### config.mk
export PLATFORM = sky130hd
export DESIGN_NAME = cva6_boot_ctrl
export DESIGN_NICKNAME = d
export VERILOG_FILES = /design/src/rtl/cva6_boot_ctrl.sv
export SDC_FILE = /design/constraint.sdc
export NUM_CORES = 1
export LEC_CHECK = 0
export ABC_AREA = 0
export CAP_MARGIN = 20
export CORE_UTILIZATION = 24
export DETAILED_ROUTE_END_ITERATION = 10
export DONT_BUFFER_PORTS = 1
export SYNTH_ARGS = -nofsm -noshare
export SYNTH_HDL_FRONTEND = slang
export SYNTH_SLANG_ARGS = --single-unit
### constraint.sdc
create_clock -name clk_i -period 1.9 [get_ports clk_i]
set_input_delay 0.38 -clock clk_i [delete_from_list [all_inputs] [get_ports clk_i]]
set_output_delay 0.38 -clock clk_i [all_outputs]
set_load 0.02 [all_outputs]
### src/rtl/cva6_boot_ctrl.sv
`default_nettype none
// ============================================================================
// cva6_boot_ctrl : reset/boot sequencer for the CVA6 hart (reset hold, boot
//                  select, debug halt, drained soft reset with timeout).
// Optional feature macro: CVA6_BOOT_CTRL_RST_CNT_EN (soft reset counter).
// Revision: 1.0
// ============================================================================
module cva6_boot_ctrl #(
  parameter int unsigned          AddrWidth     = 64,
  parameter int unsigned          RstHoldCycles = 16,
  parameter int unsigned          IdleTimeout   = 1024,
  parameter logic [AddrWidth-1:0] BootRomAddr   = 64'h0000_0000_1A00_0000,
  parameter logic [AddrWidth-1:0] CodeZoneAddr  = 64'h0000_0000_8000_0000
) (
  input  logic                 clk_i,
  input  logic                 rst_ni,
  input  logic [1:0]           boot_sel_i,
  input  logic                 soft_rst_req_i,
  output logic                 soft_rst_ack_o,
  input  logic                 axi_idle_i,
  input  logic                 core_halted_i,
  input  logic                 timeout_clr_i,
  output logic                 core_rst_no,
  output logic [AddrWidth-1:0] boot_addr_o,
  output logic                 debug_req_o,
  output logic [2:0]           state_o,
`ifdef CVA6_BOOT_CTRL_RST_CNT_EN
  output logic [7:0]           soft_rst_cnt_o,
`endif
  output logic                 timeout_o
);

  localparam logic [2:0] RESET_HOLD = 3'd0;
  localparam logic [2:0] SAMPLE     = 3'd1;
  localparam logic [2:0] HALT_REQ   = 3'd2;
  localparam logic [2:0] RUN        = 3'd3;
  localparam logic [2:0] DRAIN      = 3'd4;

  localparam int unsigned CNT_MAX = (RstHoldCycles > IdleTimeout) ? RstHoldCycles : IdleTimeout;
  localparam int unsigned CNT_W   = $clog2(CNT_MAX) + 1;

  localparam logic [CNT_W-1:0] HOLD_LAST = CNT_W'(RstHoldCycles - 1);
  localparam logic [CNT_W-1:0] IDLE_LAST = CNT_W'(IdleTimeout - 1);
  localparam logic [CNT_W-1:0] CNT_ONE   = CNT_W'(1);

  logic [2:0]       state;
  logic [2:0]       state_next;
  logic [CNT_W-1:0] cnt;
  logic [CNT_W-1:0] cnt_next;
  logic             drain_exit;
  logic             drain_timeout;
  logic             core_live_next;

  always_comb begin
    state_next    = state;
    cnt_next      = cnt;
    drain_exit    = 1'b0;
    drain_timeout = 1'b0;
    case (state)
      RESET_HOLD: begin
        if (cnt == HOLD_LAST) begin
          state_next = SAMPLE;
          cnt_next   = '0;
        end else begin
          cnt_next = cnt + CNT_ONE;
        end
      end
      SAMPLE: begin
        state_next = (boot_sel_i == 2'd1) ? HALT_REQ : RUN;
      end
      HALT_REQ: begin
        // A soft reset request outranks the halt acknowledge.
        if (soft_rst_req_i) begin
          state_next = DRAIN;
        end else if (core_halted_i) begin
          state_next = RUN;
        end
      end
      RUN: begin
        if (soft_rst_req_i) begin
          state_next = DRAIN;
        end
      end
      DRAIN: begin
        // Idle is checked first so a coincident timeout leaves timeout_o alone.
        if (axi_idle_i) begin
          state_next = RESET_HOLD;
          cnt_next   = '0;
          drain_exit = 1'b1;
        end else if (cnt == IDLE_LAST) begin
          state_next    = RESET_HOLD;
          cnt_next      = '0;
          drain_exit    = 1'b1;
          drain_timeout = 1'b1;
        end else begin
          cnt_next = cnt + CNT_ONE;
        end
      end
      default: begin
        state_next = RESET_HOLD;
        cnt_next   = '0;
      end
    endcase
  end

  assign core_live_next = (state_next != RESET_HOLD) && (state_next != SAMPLE);

  always_ff @(posedge clk_i or negedge rst_ni) begin
    if (!rst_ni) begin
      state          <= RESET_HOLD;
      cnt            <= '0;
      core_rst_no    <= 1'b0;
      debug_req_o    <= 1'b0;
      soft_rst_ack_o <= 1'b0;
      timeout_o      <= 1'b0;
    end else begin
      state          <= state_next;
      cnt            <= cnt_next;
      core_rst_no    <= core_live_next;
      debug_req_o    <= (state_next == HALT_REQ);
      soft_rst_ack_o <= drain_exit;
      if (drain_timeout) begin
        timeout_o <= 1'b1;
      end else if (timeout_clr_i) begin
        timeout_o <= 1'b0;
      end
    end
  end

  // Boot address is only captured while the core is still held in reset.
  always_ff @(posedge clk_i or negedge rst_ni) begin
    if (!rst_ni) begin
      boot_addr_o <= BootRomAddr;
    end else if (state == SAMPLE) begin
      boot_addr_o <= (boot_sel_i == 2'd2) ? CodeZoneAddr : BootRomAddr;
    end
  end

`ifdef CVA6_BOOT_CTRL_RST_CNT_EN
  always_ff @(posedge clk_i or negedge rst_ni) begin
    if (!rst_ni) begin
      soft_rst_cnt_o <= 8'd0;
    end else if (drain_exit && (soft_rst_cnt_o != 8'hFF)) begin
      soft_rst_cnt_o <= soft_rst_cnt_o + 8'd1;
    end
  end
`endif

  assign state_o = state;

endmodule
`default_nettype wire

==> run summary <==
Outcome - finished clean
Congestion Overflow GR - 0
Most common library cell in the layout ignoring fill and taps - conb_1
CP Launch Type - register
RSZ-0062 raised after global routing - false
Cell Rows - 28
Maxcap violations - 0
Flop pwr share - 37.5%
CTS tree - built
Share of layout cells above drive strength 1 - 13.1%
Crit path cell chain - ha_1, and3_1, a31o_2, o21ai_2, a21o_1, a22o_1
Buf/Inv on CP - 0
H-tree lvl count - 1
Routed WL - 2510 um
Drc violations - 0
Int Pwr - 0.00108 W
Async SR Flop Fraction - 100%
WP data required - 2.06 ns
IO Count - 79
Critical-path top delay cell - dfrtp_1
Commonest cells after routing, fill and taps aside - conb_1 (60), dfrtp_1 (19), buf_4 (11), nand2_1 (8), a31oi_1 (8)
Largest net degree at the start of global routing - 21
Final Skew - 0.00647 ns
Pwr Density - 1390 nW/um^2
Final period util - 93.6%
Clock root cell - clkbuf_8
Starting density of the core - 25.0%
Final Hold Vio Count - 0
Pins Over Slew Limit - 0
Top_reg_cell synth - dfrtp_1
Max-Slew Margin vs Limit - 38.3%
CP Class - reg -> reg
Num CTS Buffers - 3
Clock-pin transition on the worst setup and hold timing paths - 0.07 ns
Routability cong. - 0.771
Logic pwr share - 46.6%
Family with the most delay on the worst path - compound AO/OA/AOI/OAI gates
Number of flops mapped to enable cells by yosys - 0
Mapped Cells - 164
Post-route cell area - 1460 um^2
# setup viols final - 0
Max IR drop VDD - 0.450 mV
Die area - 6470 um^2
Psw - 0.000947 W
# diodes - 0
CP Max Fanout - 9
Min Tclk post-route - 1.78 ns
Vias/cell - 3.98
Switch share - 46.7%
Wire length per cell - 9.99 um
Placed cell areas - 1370 um^2
Number of global-route vias before repair - 823
Synth Warn # - 0
Area Growth Syn to Fin - -1.10%
Port-buffer cells - 0
First-pass GRT wire length - 3870 um
Vert. Die Dim - 80.5 um
Fin nets - 186
Routed Antenna Nets - 0
Starting DRT DRC Count - 70
Final core utilization - 24.7%
Hold Path Class - in -> reg
Crit. End Element - register
Sequential area share after synthesis - 34.0%
Initial antenna violation count - 0
Worst-case clock buffer depth - 2
Setup TNS - 0 ns
Tightest Pin Transition - 0.922 ns
First-pass DRT Iterations - 4
Avg Inst Size Synth - 9.01 um^2
Yosys reg bits - 20
Sum of net half-perimeters after detailed placement - 1820 um
Arr. time, crit path - 1.93 ns
Latest clock arrival within the worst-skew pair - 0.26 ns
Leak pwr - 0.717 nW
GRT Total Usage - 8.02%
Clock power share - 15.8%
Synth Cell Area - 1480 um^2
Crit-path max cell delay - 0.43 ns
Cell variety after synth - 38
CTS Sinks - 20
Placeable Area - 5920 um^2
Vias - 998
Hold slack - 0.222 ns
Die W - 80.5 um
Fmax - 0.562 GHz
[sequential cells by signal (all words and copies together) (netlist names)]
name / count
state_o: 3
cnt: 11
boot_addr_o: 2
core_rst_no: 1
soft_rst_ack_o: 1
debug_req_o: 1
timeout_o: 1
[cells by family (layout without fill, tap and decap cells)]
logic type / count (synthesis) / in the layout / share of synthesized area, %
AO/OA/AOI/OAI: 36 / 37 / 16.5
adder cells (fa/ha/maj): 1 / 1 / 0.847
buffers and inverters: 70 / 22 / 34.5
flip-flops: 20 / 20 / 34.0
multiplexers: 1 / 1 / 0.677
other: 1 / 60 / 0.254
AND/OR/NAND/NOR: 35 / 35 / 13.2
[metrics by stage]
stage | setup slack [ns] | instances | total power (W)
6_report | 0.122 | 251 | 0.00203
5_1_grt | 0.0257 | 251 | 0.00219
4_1_cts | 0.0619 | 248 | 0.00200
3_5_place_dp | 0.0847 | 243 | 0.00166
3_3_place_gp | 0.162 | 243 | 0.00163
2_1_floorplan | 0.205 | 223 | 0.00158
[final timing paths]
check,from,cells past startpoint,slack [ns],end
min in group asynchronous,rst_ni,1,0.70,cnt[5]$_DFFE_PN0N_
max,cnt[0]$_DFFE_PN0N_,6,0.12,cnt[5]$_DFFE_PN0N_
max in group asynchronous,rst_ni,1,0.63,core_rst_no$_DFF_PN0_
max reg2reg,cnt[0]$_DFFE_PN0N_,6,0.12,cnt[5]$_DFFE_PN0N_
min,timeout_clr_i,1,0.22,timeout_o$_DFFE_PN0P_
min reg2reg,cnt[4]$_DFFE_PN0N_,1,0.55,cnt[4]$_DFFE_PN0N_
[synth_stat cells, types with 2 or more instances]
cell type  number  share of area, %
nor2_1          7               1.8
nand3_1         5               1.7
buf_6           2               1.5
a31oi_1         8               3.4
o21ai_0         6               2.0
o21ai_1         2              0.68
dfrtp_1        19                32
a22o_1          2               1.2
o32ai_1         2               1.2
nand2_1         8               2.0
a41oi_1         3               1.8
buf_4          62                31
nand4_1         2              0.85
a21oi_1         7               2.4
inv_1           6               1.5
[power groups by stage]
| stage | clock (W) | sequential, W | combinational, W |
|---|---|---|---|
| 6_report | 0.000322 | 0.000761 | 0.000946 |
| 2_1_floorplan | 0 | 0.000756 | 0.000820 |
| 4_1_cts | 0.000333 | 0.000760 | 0.000905 |
| 3_5_place_dp | 0 | 0.000768 | 0.000890 |
| 3_3_place_gp | 0 | 0.000758 | 0.000873 |
| 5_1_grt | 0.000355 | 0.000781 | 0.00106 |
[area by class of cell]
| cell class | count | area [um^2] |
|---|---|---|
| sequential | 20 | 502 |
| fill | 642 | 4460 |
| multi-input combinational | 134 | 696 |
| inverter | 6 | 22.5 |
| timing repair buffer | 12 | 92.6 |
| tap | 75 | 93.8 |
| clock buffer | 4 | 55.1 |
[metal layers]
metal / routed length (um) / vias up / track usage (%)
met5: 0 / - / 0
met4: 44 / 0 / 4.64
met3: 218 / 5 / 3.52
met2: 1170 / 56 / 12.3
met1: 1070 / 465 / 9.17
li1: - / 472 / -
[repair_timing]
action,4_1_cts,5_1_grt
buffers inserted,0,2
gates resized for setup,0,1
endpoints found under the setup margin,0,6
hold endpoints to repair,20,0
hold buffers,1,0
(Power assumes the default switching activity.)
==> variant: new RTL, config.mk and constraints unchanged <==
Change the parameter `AddrWidth` from 64 to 96.
--- a/src/rtl/cva6_boot_ctrl.sv
+++ b/src/rtl/cva6_boot_ctrl.sv
@@ -6,7 +6,7 @@
 // Revision: 1.0
 // ============================================================================
 module cva6_boot_ctrl #(
-  parameter int unsigned          AddrWidth     = 64,
+  parameter int unsigned          AddrWidth     = 96,
   parameter int unsigned          RstHoldCycles = 16,
   parameter int unsigned          IdleTimeout   = 1024,
   parameter logic [AddrWidth-1:0] BootRomAddr   = 64'h0000_0000_1A00_0000,
Ports: changed (resized boot_addr_o); port bits go from 79 to 111. The function was not compared with the original's and may differ.
==> variant against the original RTL <==
Maximum frequency rose by 0.37%; power fell by 0.36%; setup slack improved by 0.0066 ns; cell count rose by 20%; design area rose by 7.8%; largest cell class unchanged; wire length fell by 1.5%; critical endpoint unchanged; sequential cell count did not move; highest routed layer unchanged; clock skew fell by 0.0041 ns; synthesized area rose by 16%; core utilization fell by 1.8 points; global-route usage fell by 1.5 points.
==> variant: results (changes against the original RTL) <==
- Outcome: finished clean
- Setup WS pre-CTS: 0.101 ns (+0.0165 ns)
- Synth top area cells: buf_4 (41%), dfrtp_1 (28%), a31oi_1 (2.9%)
- Sequential-to-total area share from yosys stat: 29.2% (-4.7 points)
- Synth Area in XOR/XNOR: 0% (unchanged)
- Compound-Gate Fraction of Synth Area: 14.2% (-2.3 points)
- DP HPWL: 1900 µm (+4.4%)
- Initial antenna violation count: 0 (unchanged)
- CTS buffer count: 3 (unchanged)
- Top routing layer used: met4
- Max FFs per register: 11 (unchanged)
- Vias in the first global route: 777 (-5.6%)
- Clk_lat worst skew: 0.26 ns (about the same)
- Fraction of registers with async set or reset after synthesis: 100% (unchanged)
- Met1 Use GR: 8.02% (-1.2 points)
- Rel. slew slack: 40.5% (+2.2 points)
- Layout Nets: 215 (+16%)
- CP max stage delay: 0.46 ns (+0.03 ns)
- CTS Buffer Depth: 2 (unchanged)
- Post-Place Cells: 295 (+21%)
- CP top delay family: compound AO/OA/AOI/OAI gates
- Met2 usage: 10.5% (-1.8 points)
- Slowest CP cell: dfrtp_1
- Met3 wire length: 159 µm (-27%)
- GR Util met3: 1.14% (-2.4 points)
- Routed met1 length: 1030 µm (-4.5%)
- First-pass GRT wire length: 3820 µm (-1.2%)
- Synth top cells by count: buf_4 (94), dfrtp_1 (19), a31oi_1 (8), nand2_1 (8)
- Placed Area: 1510 µm² (+10%)
- All-Layer GR Usage: 6.49% (-1.5 points)
- Hold/Removal Path Class: in2reg
- Total Wirelength: 2470 µm (-1.5%)
- Worst Skew: 0.00235 ns (-0.00412 ns)
- Avg WL per Cell: 8.21 µm (-18%)
- H-tree levels: 1 (unchanged)
- Post-synthesis cell count: 196 (+20%)
- Post-synthesis mux area share: 0.583% (-0.095 points)
- Adder-Cell Fraction of Synth Area: 0.728% (-0.12 points)
- GPL Wtd Cong: 0.777 (+0.75%)
- Root Buffer: clkbuf_8
- Wire length on met2: 1230 µm (+4.8%)
- Post-synth top flop: dfrtp_1
- Max VDD drop: 0.000375 V (-17%)
- DRT iter0 DRCs: 103 (+47%)
- Via count: 1029 (+3.1%)
- Critical path peak fanout: 18 (+9)
- Share of layout cells above drive strength 1: 9.27% (-3.8 points)
- Post-synthesis cell type count: 38 (unchanged)
- Static Leakage: 0.000798 µW (+11%)
==> variant: path summary, 6_finish.rpt <==
path	slack, ns	end	start	cells after the start
min in group asynchronous	0.69	cnt[9]$_DFFE_PN0N_	rst_ni	1
setup / recovery	0.13	cnt[5]$_DFFE_PN0N_	cnt[4]$_DFFE_PN0N_	5
hold reg to reg	0.51	cnt[0]$_DFFE_PN0N_	cnt[0]$_DFFE_PN0N_	1
max in group asynchronous	0.61	cnt[0]$_DFFE_PN0N_	rst_ni	1
setup reg to reg	0.13	cnt[5]$_DFFE_PN0N_	cnt[4]$_DFFE_PN0N_	5
hold / removal	0.23	timeout_o$_DFFE_PN0P_	timeout_clr_i	1
==> variant: repair_timing <==
action                                  4_1_cts  5_1_grt
hold buffers                                  1        0
gates resized for setup                       0        3
setup buffers                                 0        1
endpoints found under the setup margin        0        6
hold endpoints to repair                     20        0
==> variant: cell type report <==
| class | count | area, µm² |
|---|---|---|
| Fill cell | 757 | 5290 |
| Clock buffer | 4 | 45.0 |
| Sequential cell | 20 | 503 |
| Inverter | 6 | 22.5 |
| Tap cell | 96 | 120 |
| Multi-Input combinational cell | 165 | 807 |
| Timing Repair Buffer | 10 | 77.6 |
==> variant: power breakdown <==
part / switching (µW) / internal, µW / total [µW]
combinational: 625 / 345 / 970
clock: 136 / 149 / 286
sequential: 209 / 558 / 766
total: 970 / 1050 / 2020
==> variant: kinds of logic (layout without fill, tap and decap cells) <==
group / Yosys count / after routing
fa+ha+maj: 1 / 1
other cells: 1 / 92
buf+inv: 102 / 20
simple gates: 35 / 35
mux: 1 / 1
compound gates: 36 / 36
flops: 20 / 20
==> variant: worst register-to-register path: cells and delay by family (launching register included) <==
family             cells  cell delay (ns)
AOI/OAI and AO/OA      4             0.80
DFF                    1             0.46
and+or+nand+nor        1             0.41
